--- src/rtl/bicg_pkg.sv ---
// Shared constants, FSM state encoding and address helper for the BiCG core.
// Optional feature macro: BICG_ZERO_INIT_EN (zero s and q before accumulating).
package bicg_pkg;

  localparam int N           = 8;
  localparam int WIDTH       = 32;
  localparam int IDX         = 4;
  localparam int CNT_W       = 3;
  localparam int ROW_CYCLES  = 28;
  localparam int ZERO_CYCLES = 16;

  localparam logic [CNT_W-1:0] LAST_IDX = CNT_W'(N - 1);

  typedef enum logic [3:0] {
    IDLE,
    ZERO_S,
    LD_R,
    RD,
    ACC,
    WR_WAIT,
    WR_Q,
    WR_Q_WAIT,
    DONE
  } state_t;

  // Loop counters only span 0..7, so the top address bit is always 0.
  function automatic logic [IDX-1:0] to_addr(input logic [CNT_W-1:0] k);
    return {1'b0, k};
  endfunction

endpackage

--- src/rtl/bicg_mac.sv ---
// Combinational dual multiply-add: s_new = s + r*a and q_new = q + a*p,
// both wrapping modulo 2^WIDTH.
module bicg_mac
  import bicg_pkg::*;
(
  input  logic signed [WIDTH-1:0] s_in,
  input  logic signed [WIDTH-1:0] r_in,
  input  logic signed [WIDTH-1:0] a_in,
  input  logic signed [WIDTH-1:0] q_in,
  input  logic signed [WIDTH-1:0] p_in,
  output logic signed [WIDTH-1:0] s_new,
  output logic signed [WIDTH-1:0] q_new
);

  // Product and sum are evaluated at WIDTH bits, so overflow simply wraps.
  function automatic logic signed [WIDTH-1:0] mac_wrap(
    input logic signed [WIDTH-1:0] acc,
    input logic signed [WIDTH-1:0] x,
    input logic signed [WIDTH-1:0] y
  );
    logic signed [WIDTH-1:0] prod;
    prod = x * y;
    return acc + prod;
  endfunction

  assign s_new = mac_wrap(s_in, r_in, a_in);
  assign q_new = mac_wrap(q_in, a_in, p_in);

endmodule

--- src/rtl/bicg_main.sv ---
// BiCG sub-kernel core: s = A^T*r and q = A*p over external 8x8 / 8-entry memories.
// Build option BICG_ZERO_INIT_EN: clear s and q first; otherwise accumulate onto them.
module bicg_main
  import bicg_pkg::*;
(
  input  logic             clk,
  input  logic             reset,
  input  logic             go,
  output logic             done,

  output logic [IDX-1:0]   A_int_addr0,
  output logic [IDX-1:0]   A_int_addr1,
  output logic [WIDTH-1:0] A_int_write_data,
  output logic             A_int_write_en,
  output logic             A_int_read_en,
  input  logic [WIDTH-1:0] A_int_read_data,
  input  logic             A_int_read_done,
  input  logic             A_int_write_done,

  output logic [IDX-1:0]   p_int_addr0,
  output logic [WIDTH-1:0] p_int_write_data,
  output logic             p_int_write_en,
  output logic             p_int_read_en,
  input  logic [WIDTH-1:0] p_int_read_data,
  input  logic             p_int_read_done,
  input  logic             p_int_write_done,

  output logic [IDX-1:0]   q_int_addr0,
  output logic [WIDTH-1:0] q_int_write_data,
  output logic             q_int_write_en,
  output logic             q_int_read_en,
  input  logic [WIDTH-1:0] q_int_read_data,
  input  logic             q_int_read_done,
  input  logic             q_int_write_done,

  output logic [IDX-1:0]   r_int_addr0,
  output logic [WIDTH-1:0] r_int_write_data,
  output logic             r_int_write_en,
  output logic             r_int_read_en,
  input  logic [WIDTH-1:0] r_int_read_data,
  input  logic             r_int_read_done,
  input  logic             r_int_write_done,

  output logic [IDX-1:0]   s_int_addr0,
  output logic [WIDTH-1:0] s_int_write_data,
  output logic             s_int_write_en,
  output logic             s_int_read_en,
  input  logic [WIDTH-1:0] s_int_read_data,
  input  logic             s_int_read_done,
  input  logic             s_int_write_done
);

  state_t           state;
  logic [CNT_W-1:0] i;
  logic [CNT_W-1:0] j;
  logic             phase;
  logic [WIDTH-1:0] r_i;
  logic [WIDTH-1:0] q_acc;
  logic [WIDTH-1:0] s_new;
  logic [WIDTH-1:0] q_new;
  logic             rd_ok;
  logic             ld_ok;
  logic             unused_inputs;

`ifdef BICG_ZERO_INIT_EN
  localparam state_t START = ZERO_S;
  assign ld_ok         = r_int_read_done;
  assign unused_inputs = ^{A_int_write_done, p_int_write_done, r_int_write_done,
                           q_int_read_data, q_int_read_done};
`else
  localparam state_t START = LD_R;
  assign ld_ok         = r_int_read_done & q_int_read_done;
  assign unused_inputs = ^{A_int_write_done, p_int_write_done, r_int_write_done};
`endif

  assign rd_ok = A_int_read_done & p_int_read_done & s_int_read_done;

  bicg_mac u_mac (
    .s_in  (s_int_read_data),
    .r_in  (r_i),
    .a_in  (A_int_read_data),
    .q_in  (q_acc),
    .p_in  (p_int_read_data),
    .s_new (s_new),
    .q_new (q_new)
  );

  always_ff @(posedge clk or negedge reset) begin
    if (!reset) begin
      state <= IDLE;
      i     <= '0;
      j     <= '0;
      phase <= 1'b0;
      r_i   <= '0;
      q_acc <= '0;
    end else begin
      case (state)
        IDLE: begin
          i     <= '0;
          j     <= '0;
          phase <= 1'b0;
          if (go) state <= START;
        end
        ZERO_S: begin
          if (!phase) begin
            phase <= 1'b1;
          end else if (s_int_write_done) begin
            phase <= 1'b0;
            if (j == LAST_IDX) begin
              j     <= '0;
              state <= LD_R;
            end else begin
              j <= j + 1'b1;
            end
          end
        end
        LD_R: begin
          if (!phase) begin
            phase <= 1'b1;
`ifdef BICG_ZERO_INIT_EN
            q_acc <= '0;
`endif
          end else if (ld_ok) begin
            phase <= 1'b0;
            r_i   <= r_int_read_data;
`ifndef BICG_ZERO_INIT_EN
            q_acc <= q_int_read_data;
`endif
            state <= RD;
          end
        end
        RD: state <= ACC;
        ACC: begin
          if (rd_ok) begin
            q_acc <= q_new;
            state <= WR_WAIT;
          end
        end
        WR_WAIT: begin
          if (s_int_write_done) begin
            if (j == LAST_IDX) begin
              j     <= '0;
              state <= WR_Q;
            end else begin
              j     <= j + 1'b1;
              state <= RD;
            end
          end
        end
        WR_Q: state <= WR_Q_WAIT;
        WR_Q_WAIT: begin
          if (q_int_write_done) begin
            if (i == LAST_IDX) begin
              i     <= '0;
              state <= DONE;
            end else begin
              i     <= i + 1'b1;
              state <= LD_R;
            end
          end
        end
        DONE: if (!go) state <= IDLE;
        default: state <= IDLE;
      endcase
    end
  end

  // The s store in ACC depends on this cycle's read data, so port drive is decoded from state.
  always_comb begin
    A_int_addr0      = '0;
    A_int_addr1      = '0;
    A_int_read_en    = 1'b0;
    p_int_addr0      = '0;
    p_int_read_en    = 1'b0;
    q_int_addr0      = '0;
    q_int_write_data = '0;
    q_int_write_en   = 1'b0;
    q_int_read_en    = 1'b0;
    r_int_addr0      = '0;
    r_int_read_en    = 1'b0;
    s_int_addr0      = '0;
    s_int_write_data = '0;
    s_int_write_en   = 1'b0;
    s_int_read_en    = 1'b0;
    case (state)
      ZERO_S: begin
        s_int_addr0    = to_addr(j);
        s_int_write_en = !phase;
      end
      LD_R: begin
        r_int_addr0   = to_addr(i);
        r_int_read_en = !phase;
`ifndef BICG_ZERO_INIT_EN
        q_int_addr0   = to_addr(i);
        q_int_read_en = !phase;
`endif
      end
      RD: begin
        A_int_addr0   = to_addr(i);
        A_int_addr1   = to_addr(j);
        A_int_read_en = 1'b1;
        p_int_addr0   = to_addr(j);
        p_int_read_en = 1'b1;
        s_int_addr0   = to_addr(j);
        s_int_read_en = 1'b1;
      end
      ACC: begin
        A_int_addr0      = to_addr(i);
        A_int_addr1      = to_addr(j);
        p_int_addr0      = to_addr(j);
        s_int_addr0      = to_addr(j);
        s_int_write_data = s_new;
        s_int_write_en   = rd_ok;
      end
      WR_WAIT: s_int_addr0 = to_addr(j);
      WR_Q: begin
        q_int_addr0      = to_addr(i);
        q_int_write_data = q_acc;
        q_int_write_en   = 1'b1;
      end
      WR_Q_WAIT: q_int_addr0 = to_addr(i);
      default: ;
    endcase
  end

  assign done             = (state == DONE);
  assign A_int_write_data = '0;
  assign A_int_write_en   = 1'b0;
  assign p_int_write_data = '0;
  assign p_int_write_en   = 1'b0;
  assign r_int_write_data = '0;
  assign r_int_write_en   = 1'b0;

endmodule

--- config.mk ---
export PLATFORM = sky130hd
export DESIGN_NAME = bicg_main
export DESIGN_NICKNAME = d
export VERILOG_FILES = /design/src/rtl/bicg_pkg.sv /design/src/rtl/bicg_mac.sv /design/src/rtl/bicg_main.sv
export SDC_FILE = /design/constraint.sdc
export NUM_CORES = 2
export LEC_CHECK = 0
export BUFFER_PORTS_ARGS = -buffer_cell sky130_fd_sc_hd__buf_2
export CORE_ASPECT_RATIO = 1.4
export CORE_MARGIN = 10
export CORE_UTILIZATION = 50
export DETAILED_ROUTE_END_ITERATION = 7
export PLACE_DENSITY = 0.71
export SYNTH_ARGS = -nofsm -noshare
export SYNTH_HDL_FRONTEND = slang
export SYNTH_SLANG_ARGS = --single-unit
export TNS_END_PERCENT = 10
--- constraint.sdc ---
create_clock -name clk -period 18.1 [get_ports clk]
set_clock_uncertainty 0.15 [all_clocks]
set_input_delay 0.905 -clock clk [delete_from_list [all_inputs] [get_ports clk]]
set_output_delay 0.905 -clock clk [all_outputs]
set_load 0.02 [all_outputs]
======== Word-level counts from Yosys, hierarchy flattened ========
Cells that the tools add are included.
storage, ports and cells
  flip-flop bits (word level) ............. 75
  memory bits (read-only) ................. 0
  bits of input ports ..................... 173
  output and inout port bits .............. 195
  word-level logic and storage cells ...... 89
  memories ................................ 0
  bits in latches ......................... 0
  bits in writable memories ............... 0
operators by class
  add/subtract/negate cells ............... 4
  shift-type cells ........................ 0
  reductions and logical operators ........ 14
  eq/ne operators ......................... 20
  multiply operators ...................... 2
  mux-type cells .......................... 40
  divide/modulo/power cells ............... 0
  bitwise gates (word level) .............. 3
  magnitude comparators ................... 0
operators by type and width
  kind                                                             count
  32-bit two-way mux                                               5
  32-bit adder                                                     2
  32-bit by 32-bit multiplier with 32-bit output                   2
  32-bit case mux with 2 select lines                              1
  4-bit two-way mux                                                11
  4-bit case mux with 9 select lines                               1
  3-bit two-way mux                                                11
  2-bit inequality test, second input constant                     10
  4-bit by 3-bit == test with 1-bit output, second input constant  4
  10-bit AND reduction                                             1
  3-bit case mux with 3 select lines                               1
  4-bit by 2-bit == test with 1-bit output, second input constant  2
  1-bit two-way mux                                                7
  3-bit by 1-bit adder with 3-bit output, second input constant    2
  3-bit == test, second input constant                             2
  3-bit case mux with 2 select lines                               1
  3-bit nonzero test                                               2
  4-bit by 1-bit == test with 1-bit output, second input constant  1
  4-bit == test, second input constant                             1
  4-bit zero test                                                  1
  2-bit AND reduction                                              2
  4-bit AND reduction                                              1
  2-bit nonzero test                                               2
  4-bit OR reduction                                               1
  7 further kinds                                                  9

======== Longest topological paths before layout ========
  depth after elaboration ................. 5
  depth in mapped cells ................... 28
  depth with buffers taken out ............ 26

======== Hierarchy ========
Synthesis repeated with hierarchy kept, for this count alone.
second synthesis, totals
  cells, all modules ...................... 4332
  area, all modules ....................... 39436.6 um^2
modules (own cells, without submodules)
  module     area an instance (um^2)  cells an instance  sequential area each (um^2)  times used
  bicg_mac   34366.7                  3867               0.0                          1
  bicg_main  5069.9                   465                1876.8                       1

======== Worst setup path after synthesis ========
Ideal clock, no wire load.
  kind .................................... input to output
  from .................................... input port A_int_read_data[8]
  to ...................................... output port s_int_write_data[31]
  path slack .............................. 9531 ps
  arrival ................................. 7514 ps
  stages .................................. 26
  path buffers ............................ 2
  required time ........................... 17045 ps
  cell sequence ........................... clkbuf_1 -> clkbuf_1 -> nand2_1 -> fa_1 -> fa_1 -> fa_1 -> inv_1 -> fa_1 -> inv_1 -> fa_1 -> inv_1 -> fa_1 -> fa_1 -> inv_1 -> fa_1 -> inv_1 -> ha_1 -> and4_1 -> a21oi_1 -> o21a_1 -> o21ai_0 -> o41ai_2 -> o21ai_1 -> a31oi_1 -> xnor2_1 -> nor2_1
on the way
  word-level cells in the longest chain between the ends .. 3
RTL lines
  element                                         RTL line          RTL
  from (decl)                                     bicg_main.sv:16   input logic [WIDTH-1:0] A_int_read_data,
  32-bit by 32-bit multiplier with 32-bit output  bicg_mac.sv:22    prod = x * y;
  32-bit adder                                    bicg_mac.sv:23    return acc + prod;
  32-bit two-way mux                              bicg_main.sv:185  case (state)
  to (decl)                                       bicg_main.sv:45   output logic [WIDTH-1:0] s_int_write_data,
Every way passes these cells.

======== Final worst setup path ========
  from .................................... input port A_int_read_data[3]
  to ...................................... output port s_int_write_data[31]
Same word-level chain as after synthesis.

==> run_results.csv <==
group,metric,value,unit
clocking,numCtsBuffers,9,
logic_synthesis,synth-async-reset-ratio,100,%
floorplanning,die_h,351,um
logic_synthesis,synth_top_family_by_area,"adder cells",
timing,min_period_over_period,55.4,%
clocking,cts_sinks,75,
clocking,clk_path_buf_depth,2,
clocking,clk_pin_slew,0.10,ns
logic_synthesis,synth_edf_count,0,
clocking,hold_buffers,0,
setup_path,arrival,8.96,ns
cells_and_area,area.growth.synth_to_final,4.74,%
logic_synthesis,synth_cell_types,73,
grt,antenna_found_initial,17,
grt,grt_max_degree,61,
clocking,htree_levels,3,
routing,vias_per_cell,5.25,
setup_path,cp_max_fo,58,
run_status,status,"completed",
floorplanning,start_util,50.4,%
routing,vias,29000,
logic_synthesis,synth_mux_area_share,1.05,%
routing,drt_pass1_iterations,5,
floorplanning,rows,121,
logic_synthesis,synth-xor-area-share,3.78,%
clocking,tritoncts,"built",
cells_and_area,multi_input_area,0.0320,mm2
timing,rsz0062_at_grt,"no",
timing,finalCriticalPeriod,10.02,ns
timing,finalSetupViolations,0,
logic_synthesis,post_synth.cell_area_avg,8.90,um2
clocking,clock_latency,0.39,ns
cells_and_area,mostFrequentLayoutCell,"inv_1",
routing,routed_wl,110,mm
routing,wl_met3,8.13,mm
logic_synthesis,synth-simple-area-share,17.7,%
grt,grt_pass1_vias,32500,
grt,grt_pass1_wl,177,mm
logic_synthesis,yosys_warnings,0,
clocking,postCtsSetupBuffers,0,
floorplanning,coreArea,0.0777,mm2
logic_synthesis,yosys.area.top_type,"fa_1",
place,port_buffers,259,
logic_synthesis,synth_top_area_share,44.8,%
cells_and_area,drive_above_1_share,7.75,%
logic_synthesis,synth_compound_area_share,3.58,%
logic_synthesis,synth_flop_cell,"dfrtp_1",
logic_synthesis,yosysSeqAreaShare,4.79,%
logic_synthesis,synth_cells,4397,
logic_synthesis,synthTopCellsByArea,"fa_1, and2_1, inv_1",
job,drv_cap,0,
min_path,hold_path_class,"input port to asynchronous set/reset pin",
clocking,cts_resized,0,
timing,fmax,99.8,MHz
routing,wl_met1,40.7,mm
timing,worstMarginPinSlew,1.10,ns
cells_and_area,num-fill-cells,7265,
cells_and_area,final_cell_mix,"inv_1, fa_1, and2_1, nand2_1, ha_1",
logic_synthesis,synth_area,0.0392,mm2
floorplanning,die_area,0.0901,mm2
timing,slew_viol_final,0,
routing,drc_errors,0,
setup_path,cp-end-kind,"output port",
routing,wl_per_cell,19.9,um
logic_synthesis,ys_seq_elements,75,
clocking,cts-root-buf,"clkbuf_16",
floorplanning,ioPinCount,368,
place,placed_cell_area,0.0407,mm2
timing,max_slew_margin,26.7,%
floorplanning,die_w,257,um
setup_path,cp-start-kind,"input port",
setup_path,worst-setup-path-type,"input port to output port",
routing,first_iter_violations,1576,
routing,top_layer_used,"met5",
cells_and_area,fin_area,0.0410,mm2
place,place.gp.congestion,0.873,
logic_synthesis,synthAdderAreaFrac,54.6,%
setup_path,r2r_cells,22,
timing,fin_setup_tns,0,ns
grt,track_usage,25.1,%
place,dpl.hpwl,86.3,mm
routing,wl_met2,55.8,mm
timing,report.final.hold_viol_count,0,
grt,grt-ovfl-total,0,
cells_and_area,regArea,0.00188,mm2
cells_and_area,fin_nets,5828,
setup_path,cp.required,17.05,ns
routing,ant_nets,0,
cells by family (layout without fill, tap and decap cells):
kind of cell	after synthesis	in the layout
fa+ha+maj	1182	1182
xor+xnor	169	169
buf+inv	1391	1368
compound gates	211	211
simple gates	1331	1331
flops	75	75
mux	37	37
other cells	1	109
metal layers:
metal	global-route usage [%]	vias to the layer above
li1	-	12600
met1	28.6	14900
met2	45.4	1163
met3	4.93	297
met4	10.8	22
met5	0	-
path summary, 6_finish.rpt:
check / slack [ns] / to / from
max: 8.08 / s_int_write_data[31] / A_int_read_data[3]
min: 0.29 / r_i[26] / reset
max reg2reg: 10.88 / q_acc[30] / q_acc[19]
min reg2reg: 0.33 / q_acc[6] / q_acc[6]
max in group asynchronous: 16.36 / q_acc[7] / reset
min in group clk: 0.33 / q_acc[6] / q_acc[6]
stage by stage:
stage / instances / hold slack [ns] / setup WS [ns] / utilization [%]
3_5_place_dp: 5507 / 0.322 / 8.10 / 52.4
5_1_grt: 5526 / 0.332 / 7.84 / 52.8
3_3_place_gp: 5507 / 0.313 / 8.22 / 52.4
6_report: 5527 / 0.292 / 8.08 / 52.8
4_1_cts: 5523 / 0.307 / 8.09 / 52.8
2_1_floorplan: 4501 / 0.300 / 9.53 / -
cell usage after synthesis, drive strengths merged, types with 3 or more instances:
cell / instances
inv: 1052
fa: 876
and2: 660
nand2: 477
ha: 306
clkbuf: 215
xnor2: 131
buf: 124
nor2: 82
dfrtp: 75
a21oi: 59
o21ai: 54
nor3: 42
xor2: 38
mux2: 34
nand3: 18
a21o: 17
a31oi: 17
nand2b: 14
nor2b: 13
a211oi: 10
o211ai: 9
o21bai: 8
o21a: 7
a22oi: 5
nand4: 5
nor4: 5
or3: 5
a2111oi: 4
a21boi: 3
mux2i: 3
o41ai: 3
critical path, cell delays in order:
cell      delay [ns]
buf_2           0.08
buf_4           0.67
and2_1          0.27
fa_1            0.42
inv_1           0.09
fa_1            0.44
fa_1            0.52
fa_1            0.56
inv_1           0.05
fa_1            0.49
fa_1            0.52
fa_1            0.52
inv_1           0.06
fa_1            0.48
inv_1           0.04
ha_1            0.39
and4_1          0.25
nand3_1         0.31
nand3b_1        0.28
a21oi_1         0.50
o41ai_2         0.19
o21ai_1         0.25
a31oi_1         0.14
xnor2_1         0.15
nor2_1          0.14
buf_2           0.19
sequential cells by signal, summed over array words and instances, names as in the netlist:
signal and flops:
i 3, phase 1, state 4, j 3, q_acc 32, r_i 32
area by class of cell:
class                   instances  area share [%]
flip-flops and latches         75            4.58
clock buffers                  11           0.592
clock inverters                 5          0.0915
multi-input cells            3035            78.0
inverters                    1052            9.63
repair buffers                300            3.92
diodes                          4          0.0244
well taps                    1045            3.19
Power is left out: the tool's default activity adds up to more than one toggle a clock period on the data nets, which glitch-free logic cannot reach.
